<file path="src/rtl/alu_seq_pkg.sv">
// Shared definitions for the sequenced ALU block.
// Holds the opcode encodings, the FSM state encoding and the bit positions of
// the {cf, of, zf} flag vector used by alu_core and alu_seq.
package alu_seq_pkg;

  localparam logic [2:0] OP_ADD = 3'b000;
  localparam logic [2:0] OP_SUB = 3'b001;
  localparam logic [2:0] OP_AND = 3'b100;
  localparam logic [2:0] OP_OR  = 3'b101;
  localparam logic [2:0] OP_XOR = 3'b110;
  localparam logic [2:0] OP_NOT = 3'b111;

  localparam int unsigned FLAG_CF = 2;
  localparam int unsigned FLAG_OF = 1;
  localparam int unsigned FLAG_ZF = 0;

  typedef enum logic [1:0] {
    StIdle = 2'b00,
    StExec = 2'b01,
    StResp = 2'b10
  } state_e;

endpackage

</file>
<file path="src/rtl/alu_core.sv">
// Combinational 4-bit ALU.
// Ports:
//   a, b : operands
//   s    : opcode (see alu_seq_pkg)
//   y    : result
//   cf   : carry (add) / borrow (sub), 0 for logic ops
//   of   : signed overflow (add/sub), 0 for logic ops
//   zf   : result is zero
// Undefined opcodes yield y = 0 with cf = of = 0, so zf = 1.
module alu_core
  import alu_seq_pkg::*;
(
  input  logic [3:0] a,
  input  logic [3:0] b,
  input  logic [2:0] s,
  output logic [3:0] y,
  output logic       cf,
  output logic       of,
  output logic       zf
);

  logic [4:0] sum;
  logic [4:0] diff;

  assign sum  = {1'b0, a} + {1'b0, b};
  // Bit 4 of the zero-extended difference is set exactly when a < b.
  assign diff = {1'b0, a} - {1'b0, b};

  always_comb begin
    y  = 4'h0;
    cf = 1'b0;
    of = 1'b0;
    case (s)
      OP_ADD: begin
        y  = sum[3:0];
        cf = sum[4];
        of = (a[3] == b[3]) && (sum[3] != a[3]);
      end
      OP_SUB: begin
        y  = diff[3:0];
        cf = diff[4];
        of = (a[3] != b[3]) && (diff[3] != a[3]);
      end
      OP_AND:  y = a & b;
      OP_OR:   y = a | b;
      OP_XOR:  y = a ^ b;
      OP_NOT:  y = ~a;
      default: y = 4'h0;
    endcase
  end

  assign zf = (y == 4'h0);

endmodule

</file>
<file path="src/rtl/alu_seq.sv">
// Sequenced ALU with a 4 x 4-bit register file and a {cf, of, zf} flag register.
// A command is accepted in IDLE, executed for exactly one cycle in EXEC and its
// response is held in RESP until the consumer takes it.
// Ports:
//   clk, rst_n                  : clock, asynchronous active-low reset
//   cmd_valid / cmd_ready       : command handshake (ready only in IDLE)
//   cmd_op, cmd_ld, cmd_imm     : ALU opcode, load-immediate select, immediate
//   cmd_ra, cmd_rb, cmd_rd      : source A, source B, destination index
//   cmd_we                      : write result to cmd_rd
//   rsp_valid / rsp_ready       : response handshake
//   rsp_y, rsp_flags            : result and {cf, of, zf} after the command
//   dbg_addr / dbg_data         : combinational register-file read port
module alu_seq
  import alu_seq_pkg::*;
(
  input  logic       clk,
  input  logic       rst_n,
  input  logic       cmd_valid,
  output logic       cmd_ready,
  input  logic [2:0] cmd_op,
  input  logic       cmd_ld,
  input  logic [3:0] cmd_imm,
  input  logic [1:0] cmd_ra,
  input  logic [1:0] cmd_rb,
  input  logic [1:0] cmd_rd,
  input  logic       cmd_we,
  output logic       rsp_valid,
  input  logic       rsp_ready,
  output logic [3:0] rsp_y,
  output logic [2:0] rsp_flags,
  input  logic [1:0] dbg_addr,
  output logic [3:0] dbg_data
);

  state_e state_q, state_d;

  logic [3:0] rf_q [4];
  logic [3:0] rf_d [4];
  logic [2:0] flags_q, flags_d;

  // Command latched at accept; operand values are captured then, not in EXEC.
  logic [2:0] op_q, op_d;
  logic       ld_q, ld_d;
  logic [3:0] imm_q, imm_d;
  logic [1:0] rd_q, rd_d;
  logic       we_q, we_d;
  logic [3:0] a_q, a_d;
  logic [3:0] b_q, b_d;

  logic [3:0] rsp_y_q, rsp_y_d;
  logic [2:0] rsp_flags_q, rsp_flags_d;

  logic [3:0] alu_y;
  logic       alu_cf, alu_of, alu_zf;
  logic [2:0] alu_flags;
  logic [3:0] res_y;
  logic [2:0] res_flags;
  logic       accept;

  alu_core u_alu_core (
    .a  (a_q),
    .b  (b_q),
    .s  (op_q),
    .y  (alu_y),
    .cf (alu_cf),
    .of (alu_of),
    .zf (alu_zf)
  );

  always_comb begin
    alu_flags          = 3'b000;
    alu_flags[FLAG_CF] = alu_cf;
    alu_flags[FLAG_OF] = alu_of;
    alu_flags[FLAG_ZF] = alu_zf;
  end

  // Loads report the current flag register and leave it untouched.
  assign res_y     = ld_q ? imm_q : alu_y;
  assign res_flags = ld_q ? flags_q : alu_flags;

  assign cmd_ready = (state_q == StIdle);
  assign rsp_valid = (state_q == StResp);
  assign accept    = cmd_valid && cmd_ready;
  assign rsp_y     = rsp_y_q;
  assign rsp_flags = rsp_flags_q;
  assign dbg_data  = rf_q[dbg_addr];

  always_comb begin
    state_d = state_q;
    unique case (state_q)
      StIdle:  if (cmd_valid) state_d = StExec;
      StExec:  state_d = StResp;
      StResp:  if (rsp_ready) state_d = StIdle;
      default: state_d = StIdle;
    endcase
  end

  always_comb begin
    op_d        = op_q;
    ld_d        = ld_q;
    imm_d       = imm_q;
    rd_d        = rd_q;
    we_d        = we_q;
    a_d         = a_q;
    b_d         = b_q;
    rf_d        = rf_q;
    flags_d     = flags_q;
    rsp_y_d     = rsp_y_q;
    rsp_flags_d = rsp_flags_q;

    if (accept) begin
      op_d  = cmd_op;
      ld_d  = cmd_ld;
      imm_d = cmd_imm;
      rd_d  = cmd_rd;
      we_d  = cmd_we;
      a_d   = rf_q[cmd_ra];
      b_d   = rf_q[cmd_rb];
    end

    if (state_q == StExec) begin
      rsp_y_d     = res_y;
      rsp_flags_d = res_flags;
      if (we_q) rf_d[rd_q] = res_y;
      if (!ld_q) flags_d = alu_flags;
    end
  end

  always_ff @(posedge clk or negedge rst_n) begin
    if (!rst_n) begin
      state_q     <= StIdle;
      op_q        <= 3'b000;
      ld_q        <= 1'b0;
      imm_q       <= 4'h0;
      rd_q        <= 2'b00;
      we_q        <= 1'b0;
      a_q         <= 4'h0;
      b_q         <= 4'h0;
      flags_q     <= 3'b000;
      rsp_y_q     <= 4'h0;
      rsp_flags_q <= 3'b000;
      for (int i = 0; i < 4; i++) rf_q[i] <= 4'h0;
    end else begin
      state_q     <= state_d;
      op_q        <= op_d;
      ld_q        <= ld_d;
      imm_q       <= imm_d;
      rd_q        <= rd_d;
      we_q        <= we_d;
      a_q         <= a_d;
      b_q         <= b_d;
      flags_q     <= flags_d;
      rsp_y_q     <= rsp_y_d;
      rsp_flags_q <= rsp_flags_d;
      for (int i = 0; i < 4; i++) rf_q[i] <= rf_d[i];
    end
  end

endmodule

</file>
<file path="config.mk">
export PLATFORM = sky130hd
export DESIGN_NAME = alu_seq
export DESIGN_NICKNAME = d
export VERILOG_FILES = /design/src/rtl/alu_seq_pkg.sv /design/src/rtl/alu_core.sv /design/src/rtl/alu_seq.sv
export SDC_FILE = /design/constraint.sdc
export NUM_CORES = 1
export LEC_CHECK = 0
export BUFFER_PORTS_ARGS = -buffer_cell sky130_fd_sc_hd__buf_2
export CAP_MARGIN = 20
export CORE_ASPECT_RATIO = 0.7
export CORE_MARGIN = 2
export CORE_UTILIZATION = 35
export DETAILED_ROUTE_END_ITERATION = 10
export PLACE_DENSITY_LB_ADDON = 0.3
export SLEW_MARGIN = 20
export SYNTH_ARGS = -nofsm -noshare
export SYNTH_HDL_FRONTEND = slang
export SYNTH_HIERARCHICAL = 1
export SYNTH_SLANG_ARGS = --single-unit
</file>
<file path="constraint.sdc">
create_clock -name clk -period 3.3 [get_ports clk]
set_input_delay 0.165 -clock clk [delete_from_list [all_inputs] [get_ports clk]]
set_output_delay 0.165 -clock clk [all_outputs]
set_load 0.005 [all_outputs]
</file>
-- Word-level counts from Yosys, hierarchy flattened
Index checks and enable logic that the tools add are counted.
- output and inout bits: 13
- logic and storage cells: 72
- input port bits: 21
- register bits: 44
- bitwise operators: 9
- add/subtract/negate cells: 2
- magnitude comparators: 5
- reductions and logical operators: 10
- equality and inequality tests: 13
- multiplexer cells: 19
- operators with widths (kind ; number):
    4-bit two-way mux ; 8
    4-bit binary-select mux with 2-bit select ; 3
    4-bit one-hot mux with 6 select lines ; 1
    16-bit bitwise mux ; 1
    3-bit == test (second input constant) ; 4
    3-bit >= comparator (second input constant) ; 4
    2-bit NOT with 3-bit output ; 4
    4-bit demux with 2-bit select ; 1
    2-bit one-hot mux with 3 select lines ; 1
    2-bit AND reduction ; 3
    4-bit by 4-bit adder with 5-bit output ; 1
    4-bit by 4-bit subtractor with 5-bit output ; 1
    4-bit AND ; 1
    1-bit logical AND ; 4
    4-bit logical NOT ; 1
    2-bit two-way mux ; 2
    4-bit NOT ; 1
    4-bit OR ; 1
    1-bit one-hot mux with 2 select lines ; 2
    4-bit XOR ; 1
    3-bit by 1-bit == test with 1-bit output (second input constant) ; 1
    3-bit logical NOT ; 1
    3-bit by 1-bit < comparator with 1-bit output (second input constant) ; 1
    1-bit inequality test ; 3
    other kinds (7) ; 7

-- Longest topological paths before layout
- depth in word-level cells: 6
- mapped depth: 11
- gate-level depth less buffers: 11

-- Cells and area by module
The synthesis kept the hierarchy.
- modules (own cells, without submodules) (module ; area an instance (um2) ; cells each ; instances):
    alu_seq ; 2006.9 ; 127 ; 1
    alu_core ; 631.9 ; 77 ; 1

-- Least setup slack after synthesis
No wires, ideal clock.
- path kind: register to register
- start point: reg a_q[3]
- end point: reg rf_q[15] (netlist bit)
- data arrival time: 2.091 ns
- path slack: 1.084 ns
- data required time: 3.175 ns
- stages on the path, launching flop included: 9
- setup time: 0.125 ns
- path through: dfrtp_1 -> inv_1 -> ha_1 -> bufbuf_8 -> o211ai_1 -> a21boi_2 -> a211o_1 -> mux2_2 -> mux2_4
- word-level cells in the longest chain between the ends: 4
- elaborated cells on any way between the ends: 9
- classes of those cells: add/sub (2); mux (3); bitwise (4)
- ends and longest elaborated chain (element ; line ; RTL):
    start: declaration ; alu_seq.sv:47 ; logic [3:0] a_q, a_d;
    start signal: assignment ; alu_seq.sv:137 ; a_q <= 4'h0;
    start signal: assignment ; alu_seq.sv:150 ; a_q <= a_d;
    4-bit by 4-bit subtractor with 5-bit output (tied with other cells) ; alu_core.sv:27 ; assign diff = {1'b0, a} - {1'b0, b};
    4-bit one-hot mux with 6 select lines * ; alu_core.sv:33 ; case (s)
    via alu_y[3] ; alu_seq.sv:53 ; logic [3:0] alu_y;
    4-bit two-way mux * ; alu_seq.sv:78 ; assign res_y = ld_q ? imm_q : alu_y;
    16-bit bitwise mux * ; alu_seq.sv:124 ; if (we_q) rf_d[rd_q] = res_y;
    end: declaration ; alu_seq.sv:37 ; logic [3:0] rf_q [4];
The timed path passes the listed nets; every way through them passes the cells marked *.
A chain may end at the register's enable or synchronous reset.

-- Final worst setup path
- start point: reg a_q[1]
- end point: reg rf_q[3] (netlist bit)
- word-level cells in the longest chain between the ends: 4
- elaborated cells on any way between the ends: 5
- classes of those cells: add/sub (2); mux (3)
- ends and longest elaborated chain (element ; line):
    4-bit by 4-bit subtractor with 5-bit output / 4-bit by 4-bit adder with 5-bit output (equally long branches) ; alu_core.sv:27, alu_core.sv:25
    4-bit one-hot mux with 6 select lines * ; alu_core.sv:33
    via alu_y[3] ; alu_seq.sv:53
    4-bit two-way mux * ; alu_seq.sv:78
    16-bit bitwise mux * ; alu_seq.sv:124
Marked as above.

==> results by group <==
Synth
  • Number of enable flip-flop cells after synthesis: 0
  • Synthesized instance count: 204
  • Mapped cell area: 2640 um^2
  • Ys Warns: 6
  • Main synth FF type: dfrtp_1
  • Net Count, Synth: 239
  • Post-Syn Area per Cell: 12.9 um^2
  • Register area share after synthesis: 0.417
  • FF+latch count, synth: 44
  • Cell variety after synth: 41
  • Async SR Flop Fraction: 1.00

Layout
  • P&R area growth vs syn: 12.2%
  • Share of cells above drive strength 1: 0.429
  • Area occupied by multi-input gates: 1410 um^2
  • Fillers: 725
  • Layout Nets: 272
  • Register Area: 1100 um^2
  • Ant diodes: 0

Critical path
  • Critical Path Sink Type: register
  • Most common cell on crit path: mux2_2
  • CP Max Fanout: 6
  • CP bufs+invs: 1
  • Critical Path AT: 2640 ps
  • Nature of the critical path startpoint: register
  • WP data required: 3470 ps
  • Kind of critical path: register to register
  • Crit-path leading delay family: compound AO/OA/AOI/OAI gates
  • Crit-path cells: inv_1 > ha_1 > a21o_1 > a21oi_4 > xnor2_1 > a211o_1 > mux2_2 > mux2_2
  • Critical path's largest stage delay: 470 ps
  • CP max-delay cell: dfrtp_1

Drt
  • DRT Pass-1 Iters: 4
  • Routed met1 length: 2820 um
  • DR WL met3: 146 um
  • Routed via count: 1684
  • Antenna Nets Post-Route: 0
  • Routed len/inst: 15.8 um
  • Top sig layer: met4
  • WL final: 5300 um
  • Vias per cell: 5.01
  • Wire length on met2: 2300 um
  • DRC: 0
  • Initial DRC Count: 56

Clocking
  • CTS Buf Count: 5
  • Post-cts resize count: 0
  • Setup bufs post-CTS: 0
  • Hold_buf cts: 0
  • Clock Latency Late Sink: 290 ps
  • Root Buffer: clkbuf_8
  • Num Clock Sinks: 44
  • H-tree lvl count: 2
  • Clock-pin transition on the worst setup and hold timing paths: 80 ps
  • Clock buffer depth: 2
  • CTS tree: done

Power and ir drop
  • Design Power: 2.72 mW
  • Max IR drop VDD: 0.000396 V
  • LEAKAGE: 1.38 nW
  • Pwr dens: 919 nW/um^2

Placed design
  • Gpl congestion: 0.827
  • HPWL Detailed: 3920 um
  • Post-Place Worst Slack: 878 ps
  • I/O Buffers: 33

Floorplanning
  • Die Span Y: 76.6 um
  • Total core area: 7290 um^2
  • # rows: 26
  • Starting Density: 0.362
  • Number of I/O pins: 34
  • Die extent in x: 108 um
  • Die area: 8260 um^2

STA
  • Slew Viols, Final: 0
  • Rel. slew slack: 0.409
  • Min Tclk post-route: 2470 ps
  • Actual slew at the worst max-slew pin: 884 ps
  • Upper clock frequency limit: 405 MHz
  • Final setup fails: 0
  • Setup TNS: 0 ps
  • Setup ws final: 832 ps
  • Period utilisation layout: 0.748
  • RSZ-0062 raised after global routing: no
  • Clock skew: 12.0 ps
  • Fin. Hold Viols: 0

Global routing
  • First-pass GRT wire length: 9130 um
  • Total GRT Usage: 0.141
  • Pin count of the biggest net entering global routing: 45
  • Vias in the first global route: 1749
  • GRT overflow: 0
  • Antenna violations before repair: 0

Outcome
  • Status: complete, no violations

Run
  • Max-cap viol count: 0

Min path
  • Hold Crit Class: input pin to register
-- cells in the mapped netlist, types with 2 or more instances --
cell / n / area, um^2
mux2i_1: 3 / 30.0
o21ai_0: 5 / 25.0
nand2b_1: 3 / 18.8
nor3_1: 2 / 10.0
xnor2_1: 4 / 35.0
nor2_1: 6 / 22.5
fa_1: 2 / 40.0
buf_6: 3 / 33.8
ha_1: 12 / 150
inv_1: 15 / 56.3
mux4_2: 14 / 315
nand2_1: 18 / 67.6
clkbuf_1: 2 / 7.51
dfrtp_1: 44 / 1100
nand3_1: 3 / 15.0
a211o_1: 2 / 17.5
mux2_4: 4 / 60.1
mux2_2: 38 / 428
o22ai_1: 2 / 12.5
-- cells in the final DEF, fill, tap and decap left out, types with 2 or more instances in the layout --
master and count:
mux2_4 4, mux4_2 14, nor3_1 2, xnor2_1 4, fa_1 2, a211o_1 2
nand2b_1 3, buf_2 32, o21ai_0 5, ha_1 12, nand2_1 18, mux2i_1 3
clkbuf_8 6, nand3_1 3, nor2_1 6, mux2_2 38, dfrtp_1 44, inv_1 15
o22ai_1 2
-- kinds of logic after synthesis --
kind of cell | share of synthesized area
flops | 0.417
simple gates | 0.0801
mux | 0.316
compound gates | 0.0512
buf+inv | 0.0503
fa+ha+maj | 0.0721
xor+xnor | 0.0133
-- where the power goes --
| group | internal [mW] | total, mW | leakage (nW) | switching [mW] |
|---|---|---|---|---|
| clock network | 0.170 | 0.353 | 0.0445 | 0.182 |
| logic | 0.721 | 1.31 | 0.781 | 0.590 |
| registers | 0.776 | 1.06 | 0.556 | 0.282 |
| total | 1.67 | 2.72 | 1.38 | 1.05 |
-- cell type report --
type / count / area share
Clock buffer: 7 / 0.0292
Tap cell: 98 / 0.0414
Sequential cell: 44 / 0.372
Clock inverter: 1 / 0.00254
Multi-Input combinational cell: 136 / 0.475
Inverter: 16 / 0.0203
Timing Repair Buffer: 34 / 0.0600
-- metrics by stage --
step           area, um^2  cells  hold slack, ps   util
2_1_floorplan        2640    204            -131      -
3_3_place_gp         2850    327             359  0.392
3_5_place_dp         2850    327             367  0.392
4_1_cts              2950    335            52.2  0.405
5_1_grt              2960    336            71.2  0.406
6_report             2960    336            61.2  0.406
-- path summary, 6_finish.rpt --
kind | from | cells past startpoint | slack [ps] | end
worst max-delay path | a_q[1]$_DFFE_PN0P_ | 8 | 830 | rf_q[3]$_DFFE_PN0P_
worst min-delay path | rsp_ready | 2 | 60 | state_q[1]$_DFFE_PN0P_
min in group asynchronous | rst_n | 2 | 390 | rf_q[8]$_DFFE_PN0P_
max in group asynchronous | rst_n | 2 | 2500 | b_q[2]$_DFFE_PN0P_
worst max register to register | a_q[1]$_DFFE_PN0P_ | 8 | 830 | rf_q[3]$_DFFE_PN0P_
worst min register to register | rsp_y[0]$_DFFE_PN0N_ | 2 | 490 | rsp_y[0]$_DFFE_PN0N_
-- sequential cells by signal (all words and copies together) (netlist names) --
name and cells:
state_q 2, rf_q 16, op_q 3, rd_q 2, we_q 1, a_q 4
rsp_y 4, ld_q 1, b_q 4, imm_q 4, flags_q 3
-- layer usage --
metal	GRT usage	vias up
li1	-	797
met1	0.216	859
met2	0.208	26
met3	0.0257	2
met4	0.0308	0
met5	0	-
-- worst register-to-register path, cell delays in order, from the launching register on --
cell and delay [ps]:
dfrtp_1 470, inv_1 120, ha_1 340, a21o_1 220, a21oi_4 170, xnor2_1 100
a211o_1 320, mux2_2 330, mux2_2 280
(Power assumes the default switching activity.)
